File: config.mk
export PLATFORM = sky130hd
export DESIGN_NAME = btn_select_ctrl
export DESIGN_NICKNAME = d
export VERILOG_FILES = /design/src/rtl/btn_pkg.sv /design/src/rtl/btn_debounce.sv /design/src/rtl/btn_select_ctrl.sv
export SDC_FILE = /design/constraint.sdc
export NUM_CORES = 1
export LEC_CHECK = 0
export CAP_MARGIN = 30
export CORE_AREA = 2 2 110 165
export CTS_CLUSTER_DIAMETER = 200
export DETAILED_ROUTE_END_ITERATION = 6
export DIE_AREA = 0 0 112 167
export HOLD_SLACK_MARGIN = 0.15
export SYNTH_ARGS = -nofsm -noshare
export SYNTH_HDL_FRONTEND = slang
export SYNTH_SLANG_ARGS = --single-unit
File: constraint.sdc
create_clock -name CLK -period 3.75 [get_ports CLK]
set_clock_uncertainty 0.05 [all_clocks]
set_input_delay 0.5625 -clock CLK [delete_from_list [all_inputs] [get_ports CLK]]
set_output_delay 0.5625 -clock CLK [all_outputs]
set_load 0.005 [all_outputs]
File: src/rtl/btn_pkg.sv
// Shared constants and types for the three-button selection front end.
// Button bit positions match the btn_db output ordering {CTRL, UP, DOWN}.
package btn_pkg;

    localparam int BTN_CTRL = 2;
    localparam int BTN_UP   = 1;
    localparam int BTN_DOWN = 0;

    typedef enum logic {
        ST_BROWSE = 1'b0,
        ST_LOCKED = 1'b1
    } state_e;

    // Bits needed to hold any value 0..max_val.
    function automatic int cnt_width(input int max_val);
        return (max_val < 2) ? 1 : $clog2(max_val + 1);
    endfunction

endpackage

File: src/rtl/btn_debounce.sv
// Two-flop synchroniser followed by a stable-level debounce counter.
// rise is a one-cycle pulse in the first cycle the debounced level is high.
module btn_debounce
    import btn_pkg::*;
#(
    parameter int DEBOUNCE_CYC = 2_000_000
) (
    input  logic CLK,
    input  logic RST,
    input  logic raw,
    output logic level,
    output logic rise
);

    localparam int              CNT_W    = cnt_width(DEBOUNCE_CYC);
    localparam logic [CNT_W-1:0] CNT_LAST = CNT_W'(DEBOUNCE_CYC - 1);

    logic             sync1_q, sync1_d;
    logic             sync2_q, sync2_d;
    logic             level_q, level_d;
    logic             rise_q, rise_d;
    logic [CNT_W-1:0] cnt_q, cnt_d;

    always_comb begin
        sync1_d = raw;
        sync2_d = sync1_q;
        level_d = level_q;
        rise_d  = 1'b0;
        cnt_d   = cnt_q;
        if (sync2_q == level_q) begin
            cnt_d = '0;
        end else if (cnt_q == CNT_LAST) begin
            // Level held long enough: accept it and restart the count.
            level_d = ~level_q;
            rise_d  = ~level_q;
            cnt_d   = '0;
        end else begin
            cnt_d = cnt_q + CNT_W'(1);
        end
    end

    always_ff @(posedge CLK) begin
        if (RST) begin
            sync1_q <= 1'b0;
            sync2_q <= 1'b0;
            level_q <= 1'b0;
            rise_q  <= 1'b0;
            cnt_q   <= '0;
        end else begin
            sync1_q <= sync1_d;
            sync2_q <= sync2_d;
            level_q <= level_d;
            rise_q  <= rise_d;
            cnt_q   <= cnt_d;
        end
    end

    assign level = level_q;
    assign rise  = rise_q;

endmodule

File: src/rtl/btn_select_ctrl.sv
// CTRL/UP/DOWN front end: debounced buttons drive a menu index with
// hold-to-repeat stepping and a CTRL-toggled lock.
module btn_select_ctrl
    import btn_pkg::*;
#(
    parameter int NUM_ITEMS        = 8,
    parameter int INIT_IDX         = 0,
    parameter int WRAP             = 1,
    parameter int DEBOUNCE_CYC     = 2_000_000,
    parameter int REPEAT_DELAY_CYC = 50_000_000,
    parameter int REPEAT_RATE_CYC  = 10_000_000,
    localparam int IDX_W           = $clog2(NUM_ITEMS)
) (
    input  logic             CLK,
    input  logic             RST,
    input  logic             CTRLbtn,
    input  logic             UPbtn,
    input  logic             DOWNbtn,
    output logic [IDX_W-1:0] sel_idx,
    output logic             locked,
    output logic             step_pulse,
    output logic             limit_pulse,
    output logic [2:0]       btn_db
);

    localparam int HOLD_MAX = (REPEAT_DELAY_CYC > REPEAT_RATE_CYC) ? REPEAT_DELAY_CYC
                                                                   : REPEAT_RATE_CYC;
    localparam int               HOLD_W    = cnt_width(HOLD_MAX);
    localparam logic [HOLD_W-1:0] DELAY_V  = HOLD_W'(REPEAT_DELAY_CYC);
    localparam logic [HOLD_W-1:0] RATE_V   = HOLD_W'(REPEAT_RATE_CYC);
    localparam logic [IDX_W-1:0]  LAST_IDX = IDX_W'(NUM_ITEMS - 1);
    localparam logic [IDX_W-1:0]  INIT_V   = IDX_W'(INIT_IDX);

    logic [2:0] raw_btn;
    logic [2:0] db_level;
    logic [2:0] db_rise;

    assign raw_btn = {CTRLbtn, UPbtn, DOWNbtn};

    for (genvar i = 0; i < 3; i++) begin : g_db
        btn_debounce #(
            .DEBOUNCE_CYC(DEBOUNCE_CYC)
        ) u_db (
            .CLK  (CLK),
            .RST  (RST),
            .raw  (raw_btn[i]),
            .level(db_level[i]),
            .rise (db_rise[i])
        );
    end

    // Hold counters for DOWN (0) and UP (1); rpt_q marks the post-delay phase.
    logic [1:0][HOLD_W-1:0] hold_q, hold_d;
    logic [1:0]             rpt_q, rpt_d;
    logic [1:0]             rep_fire;

    always_comb begin
        hold_d   = hold_q;
        rpt_d    = rpt_q;
        rep_fire = 2'b00;
        for (int i = 0; i < 2; i++) begin
            if (!db_level[i]) begin
                hold_d[i] = '0;
                rpt_d[i]  = 1'b0;
            end else if (hold_q[i] == (rpt_q[i] ? RATE_V : DELAY_V)) begin
                rep_fire[i] = 1'b1;
                hold_d[i]   = HOLD_W'(1);
                rpt_d[i]    = 1'b1;
            end else begin
                hold_d[i] = hold_q[i] + HOLD_W'(1);
            end
        end
    end

    logic step_up, step_dn, ctrl_press;

    assign step_up    = db_rise[BTN_UP]   | rep_fire[BTN_UP];
    assign step_dn    = db_rise[BTN_DOWN] | rep_fire[BTN_DOWN];
    assign ctrl_press = db_rise[BTN_CTRL];

    state_e           state_q, state_d;
    logic [IDX_W-1:0] idx_q, idx_d;
    logic             step_q, step_d;
    logic             limit_q, limit_d;

    always_comb begin
        state_d = state_q;
        idx_d   = idx_q;
        step_d  = 1'b0;
        limit_d = 1'b0;
        if (ctrl_press) begin
            // A CTRL press swallows any step arriving in the same cycle.
            state_d = (state_q == ST_BROWSE) ? ST_LOCKED : ST_BROWSE;
        end else if (state_q == ST_BROWSE && (step_up ^ step_dn)) begin
            if (step_up) begin
                if (idx_q == LAST_IDX) begin
                    if (WRAP != 0) begin
                        idx_d  = '0;
                        step_d = 1'b1;
                    end else begin
                        limit_d = 1'b1;
                    end
                end else begin
                    idx_d  = idx_q + IDX_W'(1);
                    step_d = 1'b1;
                end
            end else begin
                if (idx_q == '0) begin
                    if (WRAP != 0) begin
                        idx_d  = LAST_IDX;
                        step_d = 1'b1;
                    end else begin
                        limit_d = 1'b1;
                    end
                end else begin
                    idx_d  = idx_q - IDX_W'(1);
                    step_d = 1'b1;
                end
            end
        end
    end

    always_ff @(posedge CLK) begin
        if (RST) begin
            hold_q  <= '0;
            rpt_q   <= '0;
            state_q <= ST_BROWSE;
            idx_q   <= INIT_V;
            step_q  <= 1'b0;
            limit_q <= 1'b0;
        end else begin
            hold_q  <= hold_d;
            rpt_q   <= rpt_d;
            state_q <= state_d;
            idx_q   <= idx_d;
            step_q  <= step_d;
            limit_q <= limit_d;
        end
    end

    assign sel_idx     = idx_q;
    assign locked      = (state_q == ST_LOCKED);
    assign step_pulse  = step_q;
    assign limit_pulse = limit_q;
    assign btn_db      = db_level;

endmodule
## Yosys cells after proc, flatten, opt, wreduce, memory -nomap -nowiden

Index checks and enable logic that the tools add are counted.

- Mux-type cells: 13
- Bitwise gates (word level): 14
- Equal/unequal tests: 9
- Reduce and logical (&&, ||, !) cells: 17
- $add $sub $neg: 7

Operators by type and width:

| operator | number |
|---|---|
| $add 21x1->21 const B | 3 |
| $eq 21x21->1 const B | 3 |
| $add 26x1->26 const B | 2 |
| $eq 26x26->1 | 2 |
| $mux 26 | 2 |
| $reduce_or 3->1 | 8 |
| $not 1->1 | 11 |
| $mux 3 | 3 |
| $mux 1 | 8 |
| $reduce_and 2->1 | 4 |
| $reduce_or 2->1 | 3 |
| $add 3x1->3 const B | 1 |
| $eq 1x1->1 | 3 |
| $eq 3x3->1 const B | 1 |
| $logic_not 3->1 | 1 |
| $sub 3x1->3 const B | 1 |
| $or 1x1->1 | 2 |
| $logic_and 1x1->1 | 1 |
| $xor 1x1->1 | 1 |

- Word-level logic and storage cells: 84
- Input bits: 5
- Output and inout bits: 9
- Register bits after elaboration: 134

## Depth between registers and ports, before layout

Gate-level depths: netlist of the first run.

- Word-level depth: 8
- Mapped depth: 9
- Mapped depth without buffers: 8

## Modules after synthesis

A second synthesis of the first run with hierarchy kept.

- Cells, all modules: 710
- Area total of the unflattened synthesis: 6128.4 um2

By module, submodules not included:

| module | area an instance (um2) | times used | cells each |
|---|---|---|---|
| btn_debounce | 1106.1 | 3 | 124 |
| btn_select_ctrl | 2810.2 | 1 | 338 |

## Worst setup path before layout of the first run

OpenSTA, ideal clock, no wires.

- Path type: flip-flop to flip-flop
- Start point: register hold_q[21] in the netlist's numbering
- End point: register idx_q[2], in the netlist sel_idx[2]
- Data required time: 3.579 ns
- Cell stages (with the launch flop): 7
- Library setup time: 0.121 ns
- Slack: 1.602 ns
- Arrival: 1.977 ns
- Cell sequence: dfxtp_1 > nand2_1 > or4_4 > a2111oi_4 > a211oi_2 > o21ai_2 > mux2_4

- Longest elaborated chain between the ends: 7

Ends and longest elaborated chain:

| what | line | source |
|---|---|---|
| start: declaration | btn_select_ctrl.sv:53 | `logic [1:0][HOLD_W-1:0] hold_q, hold_d;` |
| start signal: assignment | btn_select_ctrl.sv:132 | `hold_q <= hold_d;` |
| $eq 26x26->1 | btn_select_ctrl.sv:65 | `end else if (hold_q[i] == (rpt_q[i] ? RATE_V : DELAY_V)) begin` |
| $mux 1 | btn_select_ctrl.sv:65 |  |
| $mux 1 | btn_select_ctrl.sv:62 | `if (!db_level[i]) begin` |
| $or 1x1->1 | btn_select_ctrl.sv:78 | `assign step_dn = db_rise[BTN_DOWN] \| rep_fire[BTN_DOWN];` |
| $xor 1x1->1 | btn_select_ctrl.sv:94 | `end else if (state_q == ST_BROWSE && (step_up ^ step_dn)) begin` |
| $logic_and 1x1->1 | btn_select_ctrl.sv:94 |  |
| $reduce_and 2->1 (no source line) | -- |  |
| end signal: assignment | btn_select_ctrl.sv:135 | `idx_q <= idx_d;` |
| end: declaration | btn_select_ctrl.sv:82 | `logic [IDX_W-1:0] idx_q, idx_d;` |

No other way between the ends.
A chain may end at the register's enable or synchronous reset.

## Final worst setup path of the first run

Ends and elaborated chain as after synthesis.

==> metrics.md, run 1 <==
| Metric | Value |
|---|---|
| Synth top area cells | `dfxtp_1 (45%), xor2_1 (11%), nor2_1 (9.2%), xnor2_1 (5.2%), nand3_1 (3.8%)` |
| Finished Layout Cells | `between 900 and 1,000` |
| Worst-skew pair later-pin latency | `roughly 420 ps` |
| Hold WC Path Type | `flip-flop to flip-flop` |
| GRT Overall Usage | `between 10% and 20%` |
| DRC errors left | `0` |
| Worst-path clk slew | `60 ps` |
| Post-route ant nets | `0` |
| Max clock buf depth | `2` |
| Post-synth EDFFs | `0` |
| Final period util | `61.69%` |
| PwrDens | `466.8 nW/um^2` |
| Vias in the first global route | `roughly 4,200` |
| Core ar. | `~17,000 sq um` |
| Hold Vio Cnt, Final | `0` |
| DP HPWL | `between 7 and 8 mm` |
| I/O Buffers | `12` |
| Top Ports | `14` |
| Overflow after GRT | `0` |
| Worst r2r dst | `sel_idx[2]` |
| Pleak | `around 2.2 nW` |
| # fillers | `~1,800` |
| H-tree Lvls | `4` |
| Logic pwr share | `less than 1%` |
| Path depth of the worst reg2reg path | `6` |
| Fmax | `432.3 MHz` |
| Die area | `~19,000 sq um` |
| Post-synthesis async set-or-reset flop share | `0%` |
| First DRT Iteration DRCs | `about 210` |
| Post-CTS setup buffers | `0` |
| Startpoint Class | `flip-flop` |
| Unrepaired setup endpoints after global routing | `no` |
| Final GP Congestion | `roughly 0.8` |
| Seq/Total Area, Yosys | `a little under half` |
| Via-to-Cell Ratio | `4.814` |
| End of the critical path | `sel_idx[2]` |
| Antenna diodes | `0` |
| Commonest cells in the netlist | `nor2_1 (146), dfxtp_1 (134), xor2_1 (72)` |
| Reg2Reg Setup Slack | `1440 ps` |
| Register bit total from synthesis | `roughly 130` |
| Flop pwr share | `~45%` |
| First-pass GRT wire length | `roughly 19 mm` |
| Most used DFF post-synth | `dfxtp_1` |
| Clock root buffer | `clkbuf_16` |
| P&R area growth vs syn | `15.55%` |
| Drt total wl | `10.97 mm` |
| Slew headroom | `about 54%` |
| WP data required | `approximately 4000 ps` |
| Worst Setup SP | `hold_q[21]` |
| Avg WL per Cell | `12.08 um` |
| Max-slew violations | `0` |
| Largest net degree at the start of global routing | `26` |
| Crit Path Max Fanout | `6` |
| Post_cts resized | `0` |
| Reg2reg start | `hold_q[21]` |
| Netlist Area Pre-Place | `5932 sq um` |
| Most frequent cell after synthesis | `nor2_1` |
| Sw Ratio | `a little under a fifth` |
| Syn nets | `around 700` |
| Status | `finished, final reports clean` |
| Total of max-cap violations | `0` |
| Die H | `roughly 170 um` |
| Final setup fails | `0` |
| Post-CTS Hold Buffers | `0` |
| Via count | `roughly 4,400` |
| Initial core utilization | `34.34%` |
| Setup TNS | `0 ps` |
| Avg Inst Size Synth | `a little under 9 sq um` |
| Worst Setup End Kind | `flip-flop` |
| Initial antenna violation count | `0` |
| Worst EP arrival | `2570 ps` |
| Pre-Repair DR Iteration Count | `6` |
| Final #Nets | `roughly 700` |
| Int Pwr | `around 0.0026 W` |
| CTS buffer count | `17` |
| Switch Pwr | `around 0.0006 W` |
| Fin crit period | `approximately 2300 ps` |
| Worst VDD drop | `around 0.28 mV` |
| Row cnt | `59` |
| Multi-input gate area | `approximately 3100 sq um` |
| Register area | `about 2700 sq um` |
| Syn Inst Count | `between 600 and 700` |
| Area leader, netlist | `dfxtp_1` |
| Clock Power Share | `between 50% and 60%` |
| CTS tree | `done` |
| Synth cell types | `45` |
| Setup CP Type | `flip-flop to flip-flop` |
| Worst-Margin Slew | `roughly 680 ps` |
| Synth top area share | `a little under half` |
| Yosys warns | `0` |
| Die W | `between 100 and 150 um` |
| Sink Count | `~130` |
| Ratio of cells with drive above 1 in the final layout | `5.755%` |
| Placed cell count | `approximately 880` |
| Overall power | `0.003199 W` |
cells by family after synthesis:
family	count (synthesis)	synth area share (%)
xor gates and xnor gates	107	15.80
and+or+nand+nor	352	29.42
buffers and inverters	41	3.037
AOI/OAI and AO/OA	21	3.206
other	1	0.06322
muxes	5	0.9280
DFF	134	45.22
adders and majority gates	11	2.320
cell usage in the layout, fill, tap and decap left out, drive strengths merged, types with 12 or more instances in the layout:
master / n
nor3: 14
clkdlybuf4s50: 12
xnor2: 35
nand2: 48
and4: 12
inv: 18
nand4: 23
dfxtp: 134
clkbuf: 23
nor2: 146
xor2: 72
and3: 15
nand3: 45
power by group through the flow:
| stage | registers, W | logic [W] | clock network (W) |
|---|---|---|---|
| 2_1_floorplan | 0.00146 | 0.0000140 | 0 |
| 3_3_place_gp | 0.00146 | 0.0000197 | 0 |
| 3_5_place_dp | 0.00146 | 0.0000198 | 0 |
| 4_1_cts | 0.00143 | 0.0000198 | 0.00180 |
| 5_1_grt | 0.00143 | 0.0000221 | 0.00185 |
| 6_report | 0.00143 | 0.0000193 | 0.00175 |
registers in the layout, indices dropped and copies added, names as in the netlist:
name	flops
g_db.u_db.cnt_q	63
hold_q	52
g_db.u_db.level	3
g_db.u_db.rise	3
g_db.u_db.sync1_q	3
g_db.u_db.sync2_q	3
sel_idx	3
rpt_q	2
locked	1
step_pulse	1
routing by layer:
metal / up-vias / wire length [um] / GRT usage [%] / part of all wire (%)
met5: - / 0 / 0 / 0
met4: 0 / 216 / 5.567 / 2.0
met3: 19 / 303 / 3.821 / 2.8
met2: 54 / 5476 / 21.05 / 50
met1: 2018 / 4973 / 14.47 / 45
li1: 2280 / - / - / -
final cells by class:
cell class | count | share of cell area, %
multi-input combinational | 497 | 44.78
sequential | 134 | 39.14
clock buffer | 23 | 6.973
tap | 213 | 3.888
clock inverter | 9 | 2.154
timing repair buffer | 14 | 2.081
inverter | 18 | 0.9858
worst min-delay path by stage:
stage                                      from               endpoint  slack, ps  cells after the start
after floorplan           g_db[2].u_db.cnt_q[0]  g_db[2].u_db.cnt_q[0]        360                      1
after global placement     g_db[1].u_db.sync1_q   g_db[1].u_db.sync2_q        370                      1
after detailed placement   g_db[2].u_db.sync1_q   g_db[2].u_db.sync2_q        370                      1
after CTS                  g_db[2].u_db.sync1_q   g_db[2].u_db.sync2_q        380                      1
after global routing      g_db[2].u_db.cnt_q[0]  g_db[2].u_db.cnt_q[0]        400                      1
final                      g_db[2].u_db.sync1_q   g_db[2].u_db.sync2_q        380                      1
worst max-delay path, stage by stage (launching register included):
cell	delay, ps
dfxtp_1	420
nand2_1	90
or4_4	540
a2111oi_4	410
a211oi_2	100
o21ai_2	280
mux2_4	320
metrics by stage:
step | setup slack (ps) | instance area, sq um | hold slack [ps] | utilization [%]
after floorplan | 1602 | 5932 | 362.9 | -
after global placement | 1244 | 6213 | 367.6 | 35.97
after detailed placement | 1389 | 6228 | 371.2 | 36.06
after CTS | 1385 | 6854 | 384.6 | 39.68
after global routing | 1173 | 6854 | 403.1 | 39.68
final | 1437 | 6854 | 384.1 | 39.68
No activity file was read; power rests on OpenSTA's default activity.
==> inputs of run 2 (changes only) <==
clock period = 2.4 ns   (was 3.75 ns; I/O delays follow)
==> metrics.md, run 2 (same netlist as run 1, synthesis figures left out) <==
| Metric | Value |
|---|---|
| Status | `finished, final reports clean` |
| Top Ports | `14 (unchanged)` |
| Path depth of the worst reg2reg path | `6 (unchanged)` |
| Via count | `4,398 (+0.62%)` |
| Int Pwr | `0.003820 W (+47%)` |
| Final period util | `94.54% (+33 points)` |
| Register area | `2683 sq um (unchanged)` |
| Worst-skew pair later-pin latency | `410 ps (about the same)` |
| GRT Overall Usage | `13.01% (+0.55 points)` |
| Die area | `18,700 sq um (unchanged)` |
| Ratio of cells with drive above 1 in the final layout | `7.386% (+1.6 points)` |
| Worst r2r dst | `sel_idx[2]` |
| Clock root buffer | `clkbuf_16` |
| Sink Count | `134 (unchanged)` |
| Initial core utilization | `34.34% (unchanged)` |
| Routed metal-1 wire length | `4.975 mm (about the same)` |
| DRC errors left | `0 (unchanged)` |
| Most frequent cells in the layout | `nor2_1 (146), dfxtp_1 (134), xor2_1 (72)` |
| Post-route ant nets | `0 (unchanged)` |
| Final setup fails | `0 (unchanged)` |
| Final #Nets | `707 (+1.3%)` |
| I/O Buffers | `12 (unchanged)` |
| Worst-Margin Slew | `545.4 ps (-138.3 ps)` |
| DP HPWL | `7.868 mm (+2.6%)` |
| Finished Cell Area | `6884 sq um (+0.44%)` |
| Startpoint Class | `flip-flop` |
| Max FFs per register | `63 (unchanged)` |
| Worst Setup End Kind | `flip-flop` |
| Die W | `112 um (unchanged)` |
| WP buf/inv | `0 (unchanged)` |
| Post-CTS setup buffers | `0 (unchanged)` |
| WP data required | `2650 ps (-1360 ps)` |
| Setup WS post-layout | `131.1 ps (-1306 ps)` |
| Worst EP arrival | `2520 ps (-50 ps)` |
| Post_cts resized | `0 (unchanged)` |
| Pleak | `2.251 nW (+1.1%)` |
| Reg2Reg Setup Slack | `130 ps (-1310 ps)` |
| Pre-Repair DR Iteration Count | `4 (-2)` |
| Worst hold start | `g_db[1].u_db.sync1_q` |
| Slowest CP cell | `or4_4` |
| Pre-CTS setup slack | `129.6 ps (-1259 ps)` |
| H-tree Lvls | `4 (unchanged)` |
| First DRT Iteration DRCs | `202 (-4.3%)` |
| Fmax | `440.7 MHz (+2.0%)` |
| Max clock buf depth | `2 (unchanged)` |
| Hold Vio Cnt, Final | `0 (unchanged)` |
| Largest net degree at the start of global routing | `26 (unchanged)` |
| Worst VDD drop | `0.3893 mV (+37%)` |
| Critical path's top delay family | `compound AO/OA/AOI/OAI gates` |
| Multi-input gate area | `3069 sq um (unchanged)` |
| Hold EP | `g_db[1].u_db.sync2_q` |
| Core ar. | `17,270 sq um (unchanged)` |
| Flop pwr share | `46.6% (+1.9 points)` |
| Hold depth | `1 (unchanged)` |
| CTS buffer count | `17 (unchanged)` |
| Placed cell count | `885 (+1.0%)` |
| Antenna diodes | `0 (unchanged)` |
| Clock Power Share | `52.7% (-2.0 points)` |
| Via-to-Cell Ratio | `4.796 (-0.37%)` |
| Total of max-cap violations | `0 (unchanged)` |
| Row cnt | `59 (unchanged)` |
| Max Used Layer | `met4` |
| Finished Layout Cells | `917 (+0.99%)` |
| Initial antenna violation count | `0 (unchanged)` |
| Setup TNS | `0 ps (unchanged)` |
| Top flop regs | `g_db.u_db.cnt_q: 63 flops, hold_q: 52 flops` |
| Biggest register | `g_db.u_db.cnt_q` |
| First-pass GRT wire length | `20.12 mm (+5.0%)` |
| Avg WL per Cell | `12.20 um (+1.0%)` |
| Reg2reg start | `hold_q[22]` |
| # fillers | `1,780 (+0.74%)` |
| Critical-path cell list | `nand2_1 > or4_4 > a2111oi_4 > a211oi_2 > o21ai_2 > mux2_4` |
| Overflow after GRT | `0 (unchanged)` |
| Drt total wl | `11.19 mm (+2.0%)` |
| Crit Path Max Fanout | `5 (-1)` |
| Slowest stage delay, CP | `540 ps (about the same)` |
| DR WL met3 | `396 um (+31%)` |
| Setup CP Type | `flip-flop to flip-flop` |
| PwrDens | `697.1 nW/um^2 (+49%)` |
| Vias in the first global route | `4,428 (+4.5%)` |
| Max-slew violations | `0 (unchanged)` |
| Sw Ratio | `20.41% (+1.6 points)` |
| Slew headroom | `63.36% (+8.9 points)` |
| Commonest non-fill, non-tap cell in the layout | `nor2_1` |
| P&R area growth vs syn | `16.05%` |
| Post-CTS Hold Buffers | `0 (unchanged)` |
| Die H | `167 um (unchanged)` |
| Worst-path clk slew | `60 ps (about the same)` |
| Switch Pwr | `0.0009797 W (+63%)` |
| Hold WC Path Type | `flip-flop to flip-flop` |
| CTS tree | `done` |
| Post-placement cell area | `6301 sq um (+1.2%)` |
| Worst Setup SP | `hold_q[22]` |
| Logic pwr share | `0.7% (about the same)` |
| Final GP Congestion | `0.8106 (+3.1%)` |
| Met2 WL post-DR | `5.566 mm (+1.6%)` |
| Fin crit period | `2269 ps (-44.45 ps)` |
| Unrepaired setup endpoints after global routing | `no` |
[run 2: cell count changes in the layout (fill, tap and decap cells not counted)]
cell,delta
buf_4,+9
bufinv_16,-2
clkinv_4,+1
clkbuf_8,-1
clkinv_2,+2
clkbuf_1,-3
buf_12,+1
clkinvlp_4,+2
inv_6,+1
buf_8,-1
[run 2: layer usage]
layer  track usage [%]  vias to the layer above
met1             15.11                     2015
met5                 0                        -
met3             3.930                       18
met2             21.87                       62
li1                  -                     2303
met4             6.098                        0
[run 2: how the worst max path moves through the flow]
stage,cells after the start,slack [ps],endpoint
2_1_floorplan,6,250,sel_idx[2]
3_3_place_gp,6,150,sel_idx[2]
3_5_place_dp,6,130,sel_idx[2]
4_1_cts,6,120,sel_idx[2]
5_1_grt,6,8,sel_idx[2]
6_report,6,130,sel_idx[2]
[run 2: power groups by stage]
stage	combinational [W]	clock (W)	sequential (W)
2_1_floorplan	0.0000219	0	0.00228
3_3_place_gp	0.0000339	0	0.00228
3_5_place_dp	0.0000340	0	0.00228
4_1_cts	0.0000340	0.00260	0.00223
5_1_grt	0.0000376	0.00271	0.00223
6_report	0.0000332	0.00253	0.00224
[run 2: layout make-up]
type | count | share of cell area [%]
inverters | 18 | 0.9815
well taps | 213 | 3.871
repair buffers | 23 | 3.126
multi-input cells | 497 | 44.58
clock buffers | 19 | 6.579
flip-flops and latches | 134 | 38.97
clock inverters | 13 | 1.890
[run 2: metrics by stage]
stage          utilization (%)  total power (W)  hold WS [ps]
2_1_floorplan                -         0.002304         362.9
3_3_place_gp             36.48         0.002317         375.8
3_5_place_dp             36.48         0.002317         374.6
4_1_cts                  39.85         0.004866         387.5
5_1_grt                  39.85         0.004979         404.6
6_report                 39.85         0.004799         384.1
==> inputs of run 3 (changes only) <==
CORE_AREA = 2 2 97 146   (was 2 2 110 165)
DIE_AREA = 0 0 99 148   (was 0 0 112 167)
clock period = 2.24 ns   (was 2.4 ns; I/O delays follow)
==> metrics.md, run 3 (same netlist as run 1, synthesis figures left out) <==
| Metric | Value |
|---|---|
| Status | `finished, final reports clean` |
| Setup WS post-layout | `81.61 ps (-49.44 ps)` |
| Most frequent cells in the layout | `nor2_1 (146), dfxtp_1 (131), xor2_1 (72)` |
| Pleak | `2.332 nW (+3.6%)` |
| Pre-CTS setup slack | `70.09 ps (-59.48 ps)` |
| GRT Overall Usage | `16.58% (+3.6 points)` |
| Ratio of cells with drive above 1 in the final layout | `9.510% (+2.1 points)` |
| Die H | `148 um (-11%)` |
| Setup TNS | `0 ps (unchanged)` |
| Reg2reg start | `hold_q[14]` |
| Avg WL per Cell | `13.08 um (+7.1%)` |
| Worst Setup End Kind | `flip-flop` |
| I/O Buffers | `12 (unchanged)` |
| Worst-skew pair later-pin latency | `410 ps (about the same)` |
| Largest net degree at the start of global routing | `26 (unchanged)` |
| Biggest register | `g_db.u_db.cnt_q` |
| Worst Setup SP | `hold_q[14]` |
| DRC errors left | `0 (unchanged)` |
| Worst EP arrival | `2440 ps (-80 ps)` |
| Worst-path clk slew | `60 ps (about the same)` |
| Final setup fails | `0 (unchanged)` |
| Max-slew violations | `0 (unchanged)` |
| Final period util | `96.36% (+1.8 points)` |
| Setup CP Type | `flip-flop to flip-flop` |
| Total of max-cap violations | `0 (unchanged)` |
| H-tree Lvls | `4 (unchanged)` |
| P&R area growth vs syn | `17.49%` |
| Post-CTS Hold Buffers | `0 (unchanged)` |
| Clock root buffer | `clkbuf_16` |
| Hold Vio Cnt, Final | `0 (unchanged)` |
| Die W | `99 um (-12%)` |
| Max FFs per register | `63 (unchanged)` |
| Drt total wl | `11.47 mm (+2.5%)` |
| Worst r2r dst | `sel_idx[0]` |
| Row cnt | `52 (-12%)` |
| Pre-Repair DR Iteration Count | `4 (unchanged)` |
| Top Ports | `14 (unchanged)` |
| DP HPWL | `7.983 mm (+1.5%)` |
| Placed cell count | `844 (-4.6%)` |
| End of the critical path | `sel_idx[0]` |
| Startpoint Class | `flip-flop` |
| Fmax | `463.3 MHz (+5.1%)` |
| Overflow after GRT | `0 (unchanged)` |
| Finished Layout Cells | `877 (-4.4%)` |
| Commonest non-fill, non-tap cell in the layout | `nor2_1` |
| First-pass GRT wire length | `19.90 mm (-1.1%)` |
| Sink Count | `134 (unchanged)` |
| Die area | `14,650 sq um (-22%)` |
| Crit Path Max Fanout | `5 (unchanged)` |
| Initial core utilization | `44.47% (+10 points)` |
| Via-to-Cell Ratio | `5.220 (+8.8%)` |
| Final #Nets | `718 (+1.6%)` |
| Vias in the first global route | `4,561 (+3.0%)` |
| Initial antenna violation count | `0 (unchanged)` |
| Unrepaired setup endpoints after global routing | `no` |
| Fin Hold WS | `386.2 ps (+2.058 ps)` |
| Post-route ant nets | `0 (unchanged)` |
| Via count | `4,578 (+4.1%)` |
| Slew headroom | `66.05% (+2.7 points)` |
| Fin crit period | `2158 ps (-110.6 ps)` |
| Top flop regs | `g_db.u_db.cnt_q: 63 flops, hold_q: 52 flops` |
| Reg2Reg Setup Slack | `80 ps (-50 ps)` |
| Max clock buf depth | `2 (unchanged)` |
| CTS buffer count | `17 (unchanged)` |
| WP data required | `2520 ps (-130 ps)` |
| Antenna diodes | `0 (unchanged)` |
| Final GP Congestion | `0.8104 (about the same)` |
| PwrDens | `760.8 nW/um^2 (+9.1%)` |
| Overall power | `0.005302 W (+10%)` |
| CTS tree | `done` |
| First DRT Iteration DRCs | `143 (-29%)` |
| Path depth of the worst reg2reg path | `7 (+1)` |
| Worst-Margin Slew | `505.3 ps (-40.02 ps)` |
| Worst VDD drop | `0.4863 mV (+25%)` |
| Core ar. | `13,340 sq um (-23%)` |
| Hold WC Path Type | `flip-flop to flip-flop` |
run 3: cell types whose count changed in the layout (fill, tap and decap cells not counted), sizes merged:
cell      change
clkinvlp      -2
inv           -1
clkinv        -2
bufinv        +2
clkbuf        +3
buf          +11
run 3: layout make-up:
type / count / area, sq um
timing repair buffer: 34 / 297.8
inverter: 18 / 67.56
fill: 1241 / 6369
clock inverter: 10 / 152.6
multi-input combinational: 497 / 3108
clock buffer: 22 / 454.2
tap: 162 / 202.7
sequential: 134 / 2686
run 3: worst max-delay path: stages, from the launching register on:
cell and delay [ps]:
dfxtp_2 380, nand2_2 100, or4_4 520, a2111oi_4 360
o211a_1 240, o21ai_2 70, buf_4 160, a211oi_2 190
run 3: how the worst min path moves through the flow:
stage / cells after the start / to / start / slack [ps]
CTS: 1 / g_db[2].u_db.sync2_q / g_db[2].u_db.sync1_q / 380
floorplan: 1 / g_db[2].u_db.cnt_q[0] / g_db[2].u_db.cnt_q[0] / 360
finish: 1 / g_db[2].u_db.sync2_q / g_db[2].u_db.sync1_q / 390
global route: 1 / g_db[2].u_db.cnt_q[0] / g_db[2].u_db.cnt_q[0] / 410
global placement: 1 / g_db[2].u_db.sync2_q / g_db[2].u_db.sync1_q / 370
detailed placement: 1 / g_db[2].u_db.sync2_q / g_db[2].u_db.sync1_q / 370
run 3: what timing repair did:
| action | 4_1_cts | 5_1_grt |
|---|---|---|
| resized for setup | 0 | 10 |
| buffers inserted | 0 | 1 |
| endpoints found under the setup margin | 0 | 3 |
run 3: metrics by stage:
| stage | area (sq um) | utilization [%] |
|---|---|---|
| floorplan | 5932 | - |
| global placement | 6312 | 47.33 |
| detailed placement | 6312 | 47.33 |
| CTS | 6919 | 51.88 |
| global route | 6969 | 52.25 |
| finish | 6969 | 52.25 |
run 3: per-layer routing:
metal  part of all wire, %  global-route usage [%]  vias up  wire length, um
met5                     0                       0        -                0
met4                   1.7                   6.507        0              195
met3                   3.1                   4.681       19              357
met2                    52                   30.07       41             5952
met1                    43                   17.97     2190             4961
li1                      -                       -     2328                -
run 3: power by group:
part,internal (W),switching [W]
logic,0.0000178,0.0000209
registers,0.00239,0.00000390
clock network,0.00188,0.000987
